`src/rtl/sc_serial_adder.sv`:
```
// Digit-serial adder/subtractor: one DIGIT-wide slice per clock through a registered carry.
// The start/busy/done handshake wraps an IDLE -> RUN -> DONE sequencer.
module sc_serial_adder #(
  parameter int WIDTH = 8,
  parameter int DIGIT = 1
) (
  input  logic             SC_SERIALADDER_CLOCK_50,
  input  logic             SC_SERIALADDER_RESET_InLow,
  input  logic             SC_SERIALADDER_start_In,
  input  logic             SC_SERIALADDER_sub_In,
  input  logic [WIDTH-1:0] SC_SERIALADDER_a_In,
  input  logic [WIDTH-1:0] SC_SERIALADDER_b_In,
  output logic             SC_SERIALADDER_busy_Out,
  output logic             SC_SERIALADDER_done_Out,
  output logic [WIDTH-1:0] SC_SERIALADDER_sum_Out,
  output logic             SC_SERIALADDER_cout_Out,
  output logic             SC_SERIALADDER_ovf_Out
);

  localparam int N     = WIDTH / DIGIT;
  localparam int CNT_W = (N > 1) ? $clog2(N) : 1;

  typedef enum logic [1:0] {IDLE, RUN, DONE} state_t;

  state_t             r_state, w_next;
  logic [WIDTH-1:0]   r_op_a, r_op_b, r_acc, r_sum;
  logic               r_carry, r_cout, r_ovf;
  logic [CNT_W-1:0]   r_cnt;

  logic [DIGIT:0]     w_slice;
  logic [WIDTH-1:0]   w_acc_next;
  logic               w_last, w_accept, w_cin_msb;

  assign w_slice    = {1'b0, r_op_a[DIGIT-1:0]} + {1'b0, r_op_b[DIGIT-1:0]}
                    + (DIGIT+1)'(r_carry);
  // Slice result enters from the MSB end, so after N slices the LSB slice sits at bit 0.
  assign w_acc_next = WIDTH'({w_slice[DIGIT-1:0], r_acc} >> DIGIT);
  assign w_last     = (r_cnt == CNT_W'(N - 1));
  assign w_accept   = (r_state != RUN) && SC_SERIALADDER_start_In;
  // Carry into the top bit of the current slice, recovered from its sum bit.
  assign w_cin_msb  = r_op_a[DIGIT-1] ^ r_op_b[DIGIT-1] ^ w_slice[DIGIT-1];

  // NOTE: every sequential block uses non-blocking assignments so all registers
  // update from the same pre-edge values; blocking here would create ordering races.
  always_ff @(posedge SC_SERIALADDER_CLOCK_50 or negedge SC_SERIALADDER_RESET_InLow) begin
    if (!SC_SERIALADDER_RESET_InLow) r_state <= IDLE;
    else                             r_state <= w_next;
  end

  // NOTE: w_next gets its default before the case so no path leaves it unassigned,
  // which would otherwise infer a latch.
  always_comb begin
    w_next = r_state;
    unique case (r_state)
      IDLE:    if (SC_SERIALADDER_start_In) w_next = RUN;
      RUN:     if (w_last) w_next = DONE;
      DONE:    w_next = SC_SERIALADDER_start_In ? RUN : IDLE;
      default: w_next = IDLE;
    endcase
  end

  always_ff @(posedge SC_SERIALADDER_CLOCK_50 or negedge SC_SERIALADDER_RESET_InLow) begin
    if (!SC_SERIALADDER_RESET_InLow) begin
      r_op_a  <= '0;
      r_op_b  <= '0;
      r_acc   <= '0;
      r_carry <= 1'b0;
      r_cnt   <= '0;
      r_sum   <= '0;
      r_cout  <= 1'b0;
      r_ovf   <= 1'b0;
    end else if (w_accept) begin
      // Subtraction is A + ~B + 1, with the +1 injected as the initial carry.
      r_op_a  <= SC_SERIALADDER_a_In;
      r_op_b  <= SC_SERIALADDER_sub_In ? ~SC_SERIALADDER_b_In : SC_SERIALADDER_b_In;
      r_carry <= SC_SERIALADDER_sub_In;
      r_cnt   <= '0;
    end else if (r_state == RUN) begin
      r_op_a  <= r_op_a >> DIGIT;
      r_op_b  <= r_op_b >> DIGIT;
      r_acc   <= w_acc_next;
      r_carry <= w_slice[DIGIT];
      r_cnt   <= r_cnt + CNT_W'(1);
      if (w_last) begin
        r_sum  <= w_acc_next;
        r_cout <= w_slice[DIGIT];
        r_ovf  <= w_cin_msb ^ w_slice[DIGIT];
      end
    end
  end

  assign SC_SERIALADDER_busy_Out = (r_state == RUN);
  assign SC_SERIALADDER_done_Out = (r_state == DONE);
  assign SC_SERIALADDER_sum_Out  = r_sum;
  assign SC_SERIALADDER_cout_Out = r_cout;
  assign SC_SERIALADDER_ovf_Out  = r_ovf;

endmodule

```
`config.mk`:
```
export PLATFORM = sky130hd
export DESIGN_NAME = sc_serial_adder
export DESIGN_NICKNAME = d
export VERILOG_FILES = /design/src/rtl/sc_serial_adder.sv
export SDC_FILE = /design/constraint.sdc
export NUM_CORES = 1
export LEC_CHECK = 0
export BUFFER_PORTS_ARGS = -buffer_cell sky130_fd_sc_hd__buf_2
export CAP_MARGIN = 20
export CORE_MARGIN = 3
export CORE_UTILIZATION = 30
export DETAILED_ROUTE_END_ITERATION = 7
export GPL_TIMING_DRIVEN = 0
export PLACE_DENSITY = 0.51
export SYNTH_ARGS = -nofsm -noshare
export SYNTH_HDL_FRONTEND = slang
export SYNTH_SLANG_ARGS = --single-unit
```
`constraint.sdc`:
```
create_clock -name SC_SERIALADDER_CLOCK_50 -period 4.1 [get_ports SC_SERIALADDER_CLOCK_50]
set_clock_uncertainty 0.2 [all_clocks]
set_input_delay 0.41 -clock SC_SERIALADDER_CLOCK_50 [delete_from_list [all_inputs] [get_ports SC_SERIALADDER_CLOCK_50]]
set_output_delay 0.41 -clock SC_SERIALADDER_CLOCK_50 [all_outputs]
set_load 0.01 [all_outputs]
```
==> results of run 1 <==
-- cell type report --
| type | instances | share of cell area (%) |
|---|---|---|
| Inverter | 3 | 0.533 |
| Sequential cell | 39 | 46.2 |
| Multi-Input combinational cell | 107 | 34.9 |
| Buffer | 9 | 3.20 |
| Tap cell | 72 | 4.27 |
| Clock inverter | 2 | 0.592 |
| Timing Repair Buffer | 29 | 6.87 |
| Clock buffer | 6 | 3.44 |
-- registers in the layout (all words and copies together) (netlist names) --
signal                   cells
r_op_a                       8
SC_SERIALADDER_sum_Out       8
r_state                      2
SC_SERIALADDER_ovf_Out       1
r_acc                        7
r_op_b                       8
SC_SERIALADDER_cout_Out      1
r_cnt                        3
r_carry                      1
-- cell families after synthesis --
kind of cell	after synthesis
xor+xnor	11
flops	39
mux	25
compound gates	21
buf+inv	12
fa+ha+maj	3
simple gates	47
-- cell usage in the layout (no fill, tap or decap), drive strengths merged --
master | Yosys | layout
nand2 | 41 | 41
mux2i | 16 | 16
inv | 3 | 3
a211oi | 1 | 1
buf | 8 | 37
xnor2 | 4 | 4
nand3 | 1 | 1
clkinv | 0 | 1
dfrtp | 39 | 39
clkinvlp | 0 | 1
fa | 1 | 1
clkbuf | 1 | 7
nand2b | 1 | 1
xor2 | 7 | 7
ha | 2 | 2
nand3b | 1 | 1
mux2 | 9 | 9
o22ai | 1 | 1
nor2 | 2 | 2
nor2b | 1 | 1
o21ai | 19 | 19
-- per-stage QoR --
stage	instance area (µm²)	setup WS (ns)	cells
floorplan	1790	2.46	158
global placement	2030	2.37	259
detailed placement	2030	2.38	259
CTS	2110	2.14	267
global route	2110	2.05	267
finish	2110	2.18	267
-- report_power, final --
group | total [W] | switching (W) | leakage, nW | internal [W]
Clock | 0.000246 | 0.000127 | 0.0412 | 0.000119
Combinational | 0.000539 | 0.000279 | 0.563 | 0.000259
Sequential | 0.000645 | 0.0000970 | 0.496 | 0.000548
Total | 0.00143 | 0.000503 | 1.10 | 0.000926
-- worst paths after layout --
path / endpoint / depth (start not counted) / from / slack [ns]
worst max register to register: SC_SERIALADDER_ovf_Out$_DFFE_PN0P_ / 4 / r_op_a[0]$_DFFE_PN0P_ / 2.38
max in group asynchronous: r_op_b[5]$_DFFE_PN0P_ / 1 / SC_SERIALADDER_RESET_InLow / 3.13
worst min register to register: r_op_a[3]$_DFFE_PN0P_ / 2 / r_op_a[4]$_DFFE_PN0P_ / 0.28
min in group SC_SERIALADDER_CLOCK_50: r_op_a[7]$_DFFE_PN0P_ / 3 / SC_SERIALADDER_a_In[7] / 0.17
worst min-delay path: SC_SERIALADDER_sum_Out[0]$_DFFE_PN0P_ / 1 / SC_SERIALADDER_RESET_InLow / 0.04
worst max-delay path: SC_SERIALADDER_busy_Out / 4 / r_state[1]$_DFFE_PN0P_ / 2.18
-- routing by layer --
metal | GRT usage, % | up-vias | share of wire [%]
li1 | - | 594 | -
met1 | 14.6 | 536 | 52
met3 | 2.68 | 2 | 5.1
met2 | 14.4 | 29 | 43
met5 | 0 | - | 0
met4 | 2.67 | 0 | 0.25
-- critical path, stage by stage, from the launching register on --
cell and delay [ns]:
dfrtp_1 0.38, nand2b_1 0.18, inv_2 0.13, buf_4 0.20
buf_2 0.15
==> metrics.md, run 1 <==
| Metric | Value |
|---|---|
| Worst-path clk slew | ~0.070 ns |
| Period utilization | between 40 and 50% |
| Commonest cells in the netlist | 41 x nand2_1, 39 x dfrtp_1, 19 x o21ai_0 |
| Ports | 32 |
| Worst vdd ir | around 250 µV |
| DRC errors left | 0 |
| Share of layout cells above drive strength 1 | roughly 29% |
| Leak | 1.10 nW |
| Clock buffer depth | 2 |
| Async set-or-reset flop fraction in the synthesized netlist | 100% |
| Worst-Margin Slew | ~0.85 ns |
| Max Cap Viol | 0 |
| CTS Sinks | 39 |
| Drt pass-1 iters | 4 |
| Most frequent cell after synthesis | nand2_1 |
| Final wirelength | around 3200 µm |
| Final Hold Vio Count | 0 |
| Synth Area in XOR/XNOR | 5.38% |
| Reg area | 976 µm² |
| Crit end category | primary output |
| DIE AREA | 6940 µm² |
| Adder-cell share of the synthesized area | between 2 and 3% |
| Routed wire per std cell | 11.9 µm |
| RSZ-0062 raised after global routing | false |
| Initial drt markers | 28 |
| Hold WS | 0.0372 ns |
| Mapped Nets | 181 |
| Post-Synth Simple-Gate Area | 11.1% |
| Post-synthesis compound-gate area fraction | between 6 and 7% |
| Synthesized area | 1790 µm² |
| Hold Buf Count CTS | 0 |
| Post-synth EDFFs | 0 |
| Vias in the first global route | 1178 |
| Layout Area Growth over Synthesis | 17.9% |
| Worst EP arrival | 1.31 ns |
| Insertion delay to the later sink of the worst-skew pair | 0.28 ns |
| Setup_tns | 0 ns |
| Filler cells | slightly below 600 |
| PD cells | 677 nW/µm² |
| Final setup viols | 0 |
| Overall global routing resource usage | 9.96% |
| Required @ worst endpoint | 3.49 ns |
| Ant diodes | 0 |
| Initial antenna violation count | 0 |
| First-pass GRT wire length | around 5700 µm |
| Sequential area share after synthesis | 54.5% |
| Dominant cells by area after synthesis | dfrtp_1 54%, mux2i_1 8.9%, nand2_1 8.6% |
| Overall Power | 0.00143 W |
| Worst Path Max Fanout | 10 |
| Cells after synthesis | 158 |
| Syn. warnings | 0 |
| TritonCTS clock tree | built |
| Fin util | 37.4% |
| Status | complete, no violations |
| Postcts setup bufs | 0 |
| Min Clock Period, post-route | 1.92 ns |
| DR vias/cell | about 4.3 |
| Die Y | about 83 µm |
| Post-route ant nets | 0 |
| CTS root buf | clkbuf_8 |
| Port bufs | 29 |
| Multiplexer share of the synthesized area | 16.1% |
| Max Slew Vio Count | 0 |
| FP Rows | 27 |
| Netlist cell types | 23 |
| Post_cts resized | 0 |
| Global route overflow | 0 |
| Initial core utilization | 31.8% |
| TritonCTS Buffers | 5 |
| Main combinational cell family by area after synthesis | multiplexers |
| Syn avg cell area | 11.3 µm² |
| Final #Nets | approximately 220 |
| GP Congestion | 0.704 |
| Core area | about 5600 µm² |
| Area occupied by multi-input gates | 737 µm² |
| Share of the synthesized area in the top cell type | 54.5% |
| Hpwl dp | roughly 2300 µm |
| Main flop type after synthesis | dfrtp_1 |
| WS Path Type | reg2out |
| Setup crit start kind | flop |
| Cell type with the largest total area after synthesis | dfrtp_1 |
| Worst relative slew slack | 43.4% |
| Yosys reg bits | 39 |
| Fmax | 520 MHz |
| Vias | 1161 |
| Hold crit path type | in2async |
| H-tree depth | 2 |
| Die Wd | 83.3 µm |
| Pin count of the biggest net entering global routing | 40 |
Note: power is estimated with default switching activity, not from simulation.
==> inputs of run 2 (changes only) <==
--- a/config.mk
+++ b/config.mk
@@ -11,7 +11,7 @@
 export CORE_UTILIZATION = 30
 export DETAILED_ROUTE_END_ITERATION = 7
 export GPL_TIMING_DRIVEN = 0
-export PLACE_DENSITY = 0.51
+export PLACE_DENSITY = 0.53
 export SYNTH_ARGS = -nofsm -noshare
 export SYNTH_HDL_FRONTEND = slang
 export SYNTH_SLANG_ARGS = --single-unit
==> constraint.sdc (replaced) <==
create_clock -name SC_SERIALADDER_CLOCK_50 -period 1.7 [get_ports SC_SERIALADDER_CLOCK_50]
set_clock_uncertainty 0.2 [all_clocks]
set_input_delay 0.17 -clock SC_SERIALADDER_CLOCK_50 [delete_from_list [all_inputs] [get_ports SC_SERIALADDER_CLOCK_50]]
set_output_delay 0.17 -clock SC_SERIALADDER_CLOCK_50 [all_outputs]
set_load 0.01 [all_outputs]
==> run 2 against run 1 <==
Clock power grew to 2.8 times the previous value. First-iteration DRC count up 71%. Die area unchanged. Setup slack got worse by 2.1 ns. Critical path depth did not move. Final cell count increased by 6.0%. Count of clock-buffer cells in the layout increased by 1. Total power grew to 2.7 times the previous value. Hold slack got worse by 0.033 ns. Critical path type is now reg2reg. Largest power group unchanged.
==> metrics.md, run 2 (synthesis results as in run 1) <==
| Metric | Value |
|---|---|
| DIE AREA | 6940 µm² (unchanged) |
| Final setup viols | 0 (unchanged) |
| Ports | 32 (unchanged) |
| Initial core utilization | 31.8% (unchanged) |
| Min Clock Period, post-route | 1.67 ns |
| CTS root buf | clkbuf_8 (unchanged) |
| Fin cells | 283 (was 267) |
| Worst Path Max Fanout | 3 (was 10) |
| Worst-Margin Slew | 0.879 ns (was 0.850 ns) |
| Core area | 5640 µm² (unchanged) |
| DRC errors left | 0 (unchanged) |
| Pin count of the biggest net entering global routing | 40 (unchanged) |
| TritonCTS clock tree | built (unchanged) |
| Global route overflow | 0 (unchanged) |
| Routed wire per std cell | 12.1 µm (was 11.9 µm) |
| Placed Area | 2030 µm² (unchanged) |
| Leak | 1.20 nW (was 1.10 nW) |
| Initial drt markers | 48 (was 28) |
| Max Cap Viol | 0 (unchanged) |
| Worst EP arrival | 1.65 ns (was 1.31 ns) |
| Most common cell after layout, fill and taps aside | nand2_1 (unchanged) |
| CTS Sinks | 39 (unchanged) |
| Commonest non-fill, non-tap cells in the layout | 41 x nand2_1, 39 x dfrtp_1, 31 x buf_2, 18 x o21ai_0, 16 x mux2i_1 (was 41 x nand2_1, 39 x dfrtp_1, 31 x buf_2, 19 x o21ai_0, 16 x mux2i_1) |
| Fmax | 600 MHz |
| Die Y | 83.3 µm (unchanged) |
| Post-Place Cells | 259 (unchanged) |
| Final Hold Vio Count | 0 (unchanged) |
| GP Congestion | 0.705 (was 0.704) |
| Layout Area Growth over Synthesis | 30.0% (was 17.9%) |
| Setup_tns | 0 ns (unchanged) |
| Required @ worst endpoint | 1.68 ns (was 3.49 ns) |
| Drt pass-1 iters | 4 (unchanged) |
| Final wirelength | 3410 µm (was 3190 µm) |
| Worst vdd ir | 674 µV (was 248 µV) |
| Port bufs | 29 (unchanged) |
| Setup crit start kind | flop (unchanged) |
| Period utilization | 98.1% |
| Fin area | 2330 µm² (was 2110 µm²) |
| Worst-path clk slew | 0.08 ns (was 0.07 ns) |
| Overall global routing resource usage | 10.4% (was 9.96%) |
| RSZ-0062 raised after global routing | true (was false) |
| Vias | 1231 (was 1161) |
| Status | complete, no violations (unchanged) |
| Hold crit path type | in2reg (was in2async) |
| Hold path depth | 3 |
| Reg2Reg Depth | 4 (unchanged) |
| Crit end category | flop (was primary output) |
| Clock buffer depth | 2 (unchanged) |
| FP Rows | 27 (unchanged) |
| Insertion delay to the later sink of the worst-skew pair | 0.28 ns (about the same) |
| Overall Power | 0.00381 W (was 0.00143 W) |
| TritonCTS Buffers | 5 (unchanged) |
| H-tree depth | 2 (unchanged) |
| Ant diodes | 0 (unchanged) |
| PD cells | 1640 nW/µm² (was 677 nW/µm²) |
| FF-to-FF setup slack | 0.03 ns (was 2.38 ns) |
| Final #Nets | 233 (was 217) |
| Filler cells | 556 (was 581) |
| Vias in the first global route | 1250 (was 1178) |
| Hpwl dp | 2270 µm (was 2280 µm) |
| Worst relative slew slack | 41.4% (was 43.4%) |
| WS Path Type | reg2reg (was reg2out) |
| First-pass GRT wire length | 5870 µm (was 5690 µm) |
| Post-route ant nets | 0 (unchanged) |
| Share of layout cells above drive strength 1 | 32.7% (was 28.7%) |
| Initial antenna violation count | 0 (unchanged) |
| Die Wd | 83.3 µm (unchanged) |
| DR vias/cell | 4.35 (about the same) |
| Max Slew Vio Count | 0 (unchanged) |
==> run 2: cell count changes in the layout (fill, tap and decap cells not counted), sizes merged <==
cell	previous run	this run
dlygate4sd3	0	8
clkinv	1	0
buf	37	44
clkbuf	7	9
==> run 2: metal layers <==
layer  vias up  part of all wire, %  global-route usage, %
li1        622                    -                      -
met1       576                   49                   14.1
met2        29                   44                   15.7
met3         4                  5.7                   3.37
met4         0                 0.56                   3.12
met5         -                    0                      0
==> run 2: area by class of cell <==
| cell class | count | area, µm² | share of cell area [%] |
|---|---|---|---|
| well taps | 72 | 90.1 | 3.87 |
| clock inverters | 1 | 7.51 | 0.322 |
| plain buffers | 9 | 83.8 | 3.60 |
| repair buffers | 45 | 303 | 13.0 |
| inverters | 3 | 11.3 | 0.483 |
| multi-input cells | 107 | 762 | 32.7 |
| flip-flops and latches | 39 | 976 | 41.9 |
| clock buffers | 7 | 96.3 | 4.14 |
==> run 2: worst paths after layout <==
path	startpoint	end
max	r_op_b[0]$_DFFE_PN0P_	SC_SERIALADDER_ovf_Out$_DFFE_PN0P_
min in group asynchronous	SC_SERIALADDER_RESET_InLow	SC_SERIALADDER_sum_Out[0]$_DFFE_PN0P_
min	SC_SERIALADDER_a_In[6]	r_op_a[6]$_DFFE_PN0P_
min reg2reg	r_op_b[1]$_DFFE_PN0P_	r_op_b[0]$_DFFE_PN0P_
max in group asynchronous	SC_SERIALADDER_RESET_InLow	r_op_b[3]$_DFFE_PN0P_
max reg2reg	r_op_b[0]$_DFFE_PN0P_	SC_SERIALADDER_ovf_Out$_DFFE_PN0P_
==> run 2: metrics by stage <==
stage	hold WS, ns	util (%)	worst slack [ns]
2_1_floorplan	-0.326	-	0.0595
3_3_place_gp	0.151	35.9	-0.0225
3_5_place_dp	0.145	35.9	-0.0468
4_1_cts	0.00477	39.5	-0.0116
5_1_grt	0.0209	41.3	-0.0146
6_report	0.00440	41.3	0.0321
==> run 2: worst max-delay path: stages (launching register included) <==
cell and delay, ns:
dfrtp_1 0.42, fa_2 0.62, xnor2_2 0.12, xnor2_1 0.14, o21ai_1 0.07
==> run 2: where the power goes <==
part	switching [W]	internal (W)	total, W
clock network	0.000321	0.000369	0.000690
registers	0.000244	0.00132	0.00157
logic	0.000740	0.000818	0.00156
total	0.00130	0.00251	0.00381
==> run 2: timing repair <==
item,in CTS,in global routing
resized for setup,4,6
endpoints found under the setup margin,9,9
buffers inserted,0,7
hold buffers,8,0
gates cloned,0,1
endpoints found under the hold margin,46,0
pin swaps,2,2
==> inputs of run 3 (changes only) <==
--- a/config.mk
+++ b/config.mk
@@ -8,10 +8,11 @@
 export BUFFER_PORTS_ARGS = -buffer_cell sky130_fd_sc_hd__buf_2
 export CAP_MARGIN = 20
 export CORE_MARGIN = 3
-export CORE_UTILIZATION = 30
+export CORE_UTILIZATION = 49
 export DETAILED_ROUTE_END_ITERATION = 7
 export GPL_TIMING_DRIVEN = 0
-export PLACE_DENSITY = 0.53
+export HOLD_SLACK_MARGIN = 0.06
+export PLACE_DENSITY = 0.77
 export SYNTH_ARGS = -nofsm -noshare
 export SYNTH_HDL_FRONTEND = slang
 export SYNTH_SLANG_ARGS = --single-unit
==> run 3 against run 2 <==
The flow now finishes with violations (setup timing). Final area is 4.1% higher. Non-clock buffer count is 17 higher. Hold slack better by 0.068 ns. Sequential power hardly changed.
==> metrics.md, run 3 (synthesis results as in run 1) <==
| Metric | Value |
|---|---|
| Status | complete, but fails checks (was complete, no violations) |
| Failing checks | setup timing |
| TritonCTS Buffers | 5 (unchanged) |
| Max Cap Viol | 0 (unchanged) |
| First-pass GRT wire length | 6310 µm (was 5870 µm) |
| Reg2Reg Depth | 3 (was 4) |
| Fmax | 583 MHz (was 600 MHz) |
| Port bufs | 29 (unchanged) |
| Final setup viols | 1 (was 0) |
| Vias in the first global route | 1369 (was 1250) |
| Final wirelength | 3730 µm (was 3410 µm) |
| Filler cells | 270 (was 556) |
| H-tree depth | 2 (unchanged) |
| Worst EP arrival | 1.76 ns (was 1.65 ns) |
| FF-to-FF setup slack | -0.01 ns (was 0.03 ns) |
| Ports | 32 (unchanged) |
| CTS Sinks | 39 (unchanged) |
| Min Clock Period, post-route | 1.71 ns (was 1.67 ns) |
| FP Rows | 21 (was 27) |
| Clock buffer depth | 2 (unchanged) |
| Core area | 3420 µm² (was 5640 µm²) |
| Initial antenna violation count | 0 (unchanged) |
| Leak | 1.25 nW (was 1.20 nW) |
| Required @ worst endpoint | 1.74 ns (was 1.68 ns) |
| Insertion delay to the later sink of the worst-skew pair | 0.34 ns (was 0.28 ns) |
| Final Hold Vio Count | 0 (unchanged) |
| Worst vdd ir | 756 µV (was 674 µV) |
| Worst-Margin Slew | 0.842 ns (was 0.879 ns) |
| Post-route ant nets | 0 (unchanged) |
| DR vias/cell | 4.92 (was 4.35) |
| RSZ-0062 raised after global routing | true (unchanged) |
| Die Wd | 66.5 µm (was 83.3 µm) |
| Hold WS | 0.0726 ns (was 0.00440 ns) |
| Max Slew Vio Count | 0 (unchanged) |
| Worst Path Max Fanout | 3 (unchanged) |
| Most common cell after layout, fill and taps aside | nand2_1 (unchanged) |
| Final #Nets | 250 (was 233) |
| Initial drt markers | 71 (was 48) |
| Crit end category | flop (unchanged) |
| Hold path depth | 3 (unchanged) |
| Worst-path clk slew | 0.11 ns (was 0.08 ns) |
| Share of layout cells above drive strength 1 | 31.1% (was 32.7%) |
| Global route overflow | 0 (unchanged) |
| Hpwl dp | 2380 µm (was 2270 µm) |
| Routed wire per std cell | 13.6 µm (was 12.1 µm) |
| TritonCTS clock tree | built (unchanged) |
| Vias | 1347 (was 1231) |
| Overall global routing resource usage | 19.3% (was 10.4%) |
| WS Path Type | reg2reg (unchanged) |
| DIE AREA | 4420 µm² (was 6940 µm²) |
| Initial core utilization | 52.5% (was 31.8%) |
| Worst relative slew slack | 43.9% (was 41.4%) |
| Overall Power | 0.00378 W (was 0.00381 W) |
| CTS root buf | clkbuf_4 (was clkbuf_8) |
| Commonest non-fill, non-tap cells in the layout | 41 x nand2_1, 38 x dfrtp_1, 31 x buf_2, 23 x dlygate4sd3_1, 18 x o21ai_0 (was 41 x nand2_1, 39 x dfrtp_1, 31 x buf_2, 18 x o21ai_0, 16 x mux2i_1) |
| Drt pass-1 iters | 4 (unchanged) |
| Pin count of the biggest net entering global routing | 40 (unchanged) |
| Hold crit path type | in2reg (unchanged) |
| PD cells | 1560 nW/µm² (was 1640 nW/µm²) |
| Setup crit start kind | flop (unchanged) |
| Setup ws final | -0.0143 ns (was 0.0321 ns) |
| DRC errors left | 0 (unchanged) |
| Die Y | 66.5 µm (was 83.3 µm) |
| GP Congestion | 0.811 (was 0.705) |
| Ant diodes | 0 (unchanged) |
| Period utilization | 101% (was 98.1%) |
| Layout Area Growth over Synthesis | 35.3% (was 30.0%) |
## run 3: cell count changes in the layout (fill, tap and decap cells not counted), moves of 2 or more
cell	previous run	this run
dlygate4sd3_1	8	23
clkbuf_4	0	5
clkbuf_8	7	2
buf_4	10	12
## run 3: timing repair
item	in CTS	in global routing
hold buffers	23	0
pin swaps	1	3
setup endpoints to repair	9	10
endpoints found under the hold margin	56	0
cloned	1	0
gates resized for setup	4	6
setup buffers	5	4
## run 3: worst max-delay path, stage by stage, from the launching register on
cell and delay, ns:
dfrtp_1 0.43, fa_1 0.55, buf_4 0.17, mux2_4 0.27
## run 3: path summary, 6_finish.rpt
path                                       startpoint                                    end
max                             r_op_a[0]$_DFFE_PN0P_  SC_SERIALADDER_sum_Out[7]$_DFFE_PN0P_
min                           SC_SERIALADDER_start_In                  r_op_a[2]$_DFFE_PN0P_
max reg2reg                     r_op_a[0]$_DFFE_PN0P_  SC_SERIALADDER_sum_Out[7]$_DFFE_PN0P_
min reg2reg                      r_acc[1]$_DFFE_PN0P_                   r_acc[1]$_DFFE_PN0P_
max in group asynchronous  SC_SERIALADDER_RESET_InLow                 r_state[0]$_DFFE_PN0P_
min in group asynchronous  SC_SERIALADDER_RESET_InLow                   r_acc[7]$_DFFE_PN0P_
## run 3: report_power, final
part,leakage (nW),switching (W),internal [W]
Clock,0.0386,0.000290,0.000243
Combinational,0.718,0.000788,0.000879
Sequential,0.495,0.000253,0.00132
## run 3: area by class of cell
cell class	instances	area (µm²)	share of cell area [%]
inverter	3	11.3	0.464
buffer	9	75.1	3.10
tap	46	57.6	2.37
timing repair buffer	62	470	19.4
sequential	39	977	40.3
clock buffer	8	68.8	2.84
multi-input combinational	107	764	31.5
## run 3: metrics by stage
| stage | area (µm²) | TNS [ns] | cells | worst slack (ns) | utilization (%) |
|---|---|---|---|---|---|
| after floorplan | 1790 | 0 | 158 | 0.0595 | - |
| after detailed placement | 1990 | -0.212 | 233 | -0.0364 | 58.4 |
| after CTS | 2370 | 0 | 270 | 0.0145 | 69.3 |
| after global routing | 2420 | -0.0821 | 274 | -0.0484 | 71.0 |
| final | 2420 | -0.0143 | 274 | -0.0143 | 71.0 |
| after global placement | 1990 | -0.00915 | 233 | -0.00915 | 58.4 |
## run 3: per-layer routing
metal | routed length [µm] | vias up | global-route usage, %
met4 | 52 | 0 | 7.61
met2 | 2060 | 34 | 35.3
met1 | 1450 | 641 | 21.7
li1 | - | 665 | -
met5 | 0 | - | 0
met3 | 166 | 7 | 4.05
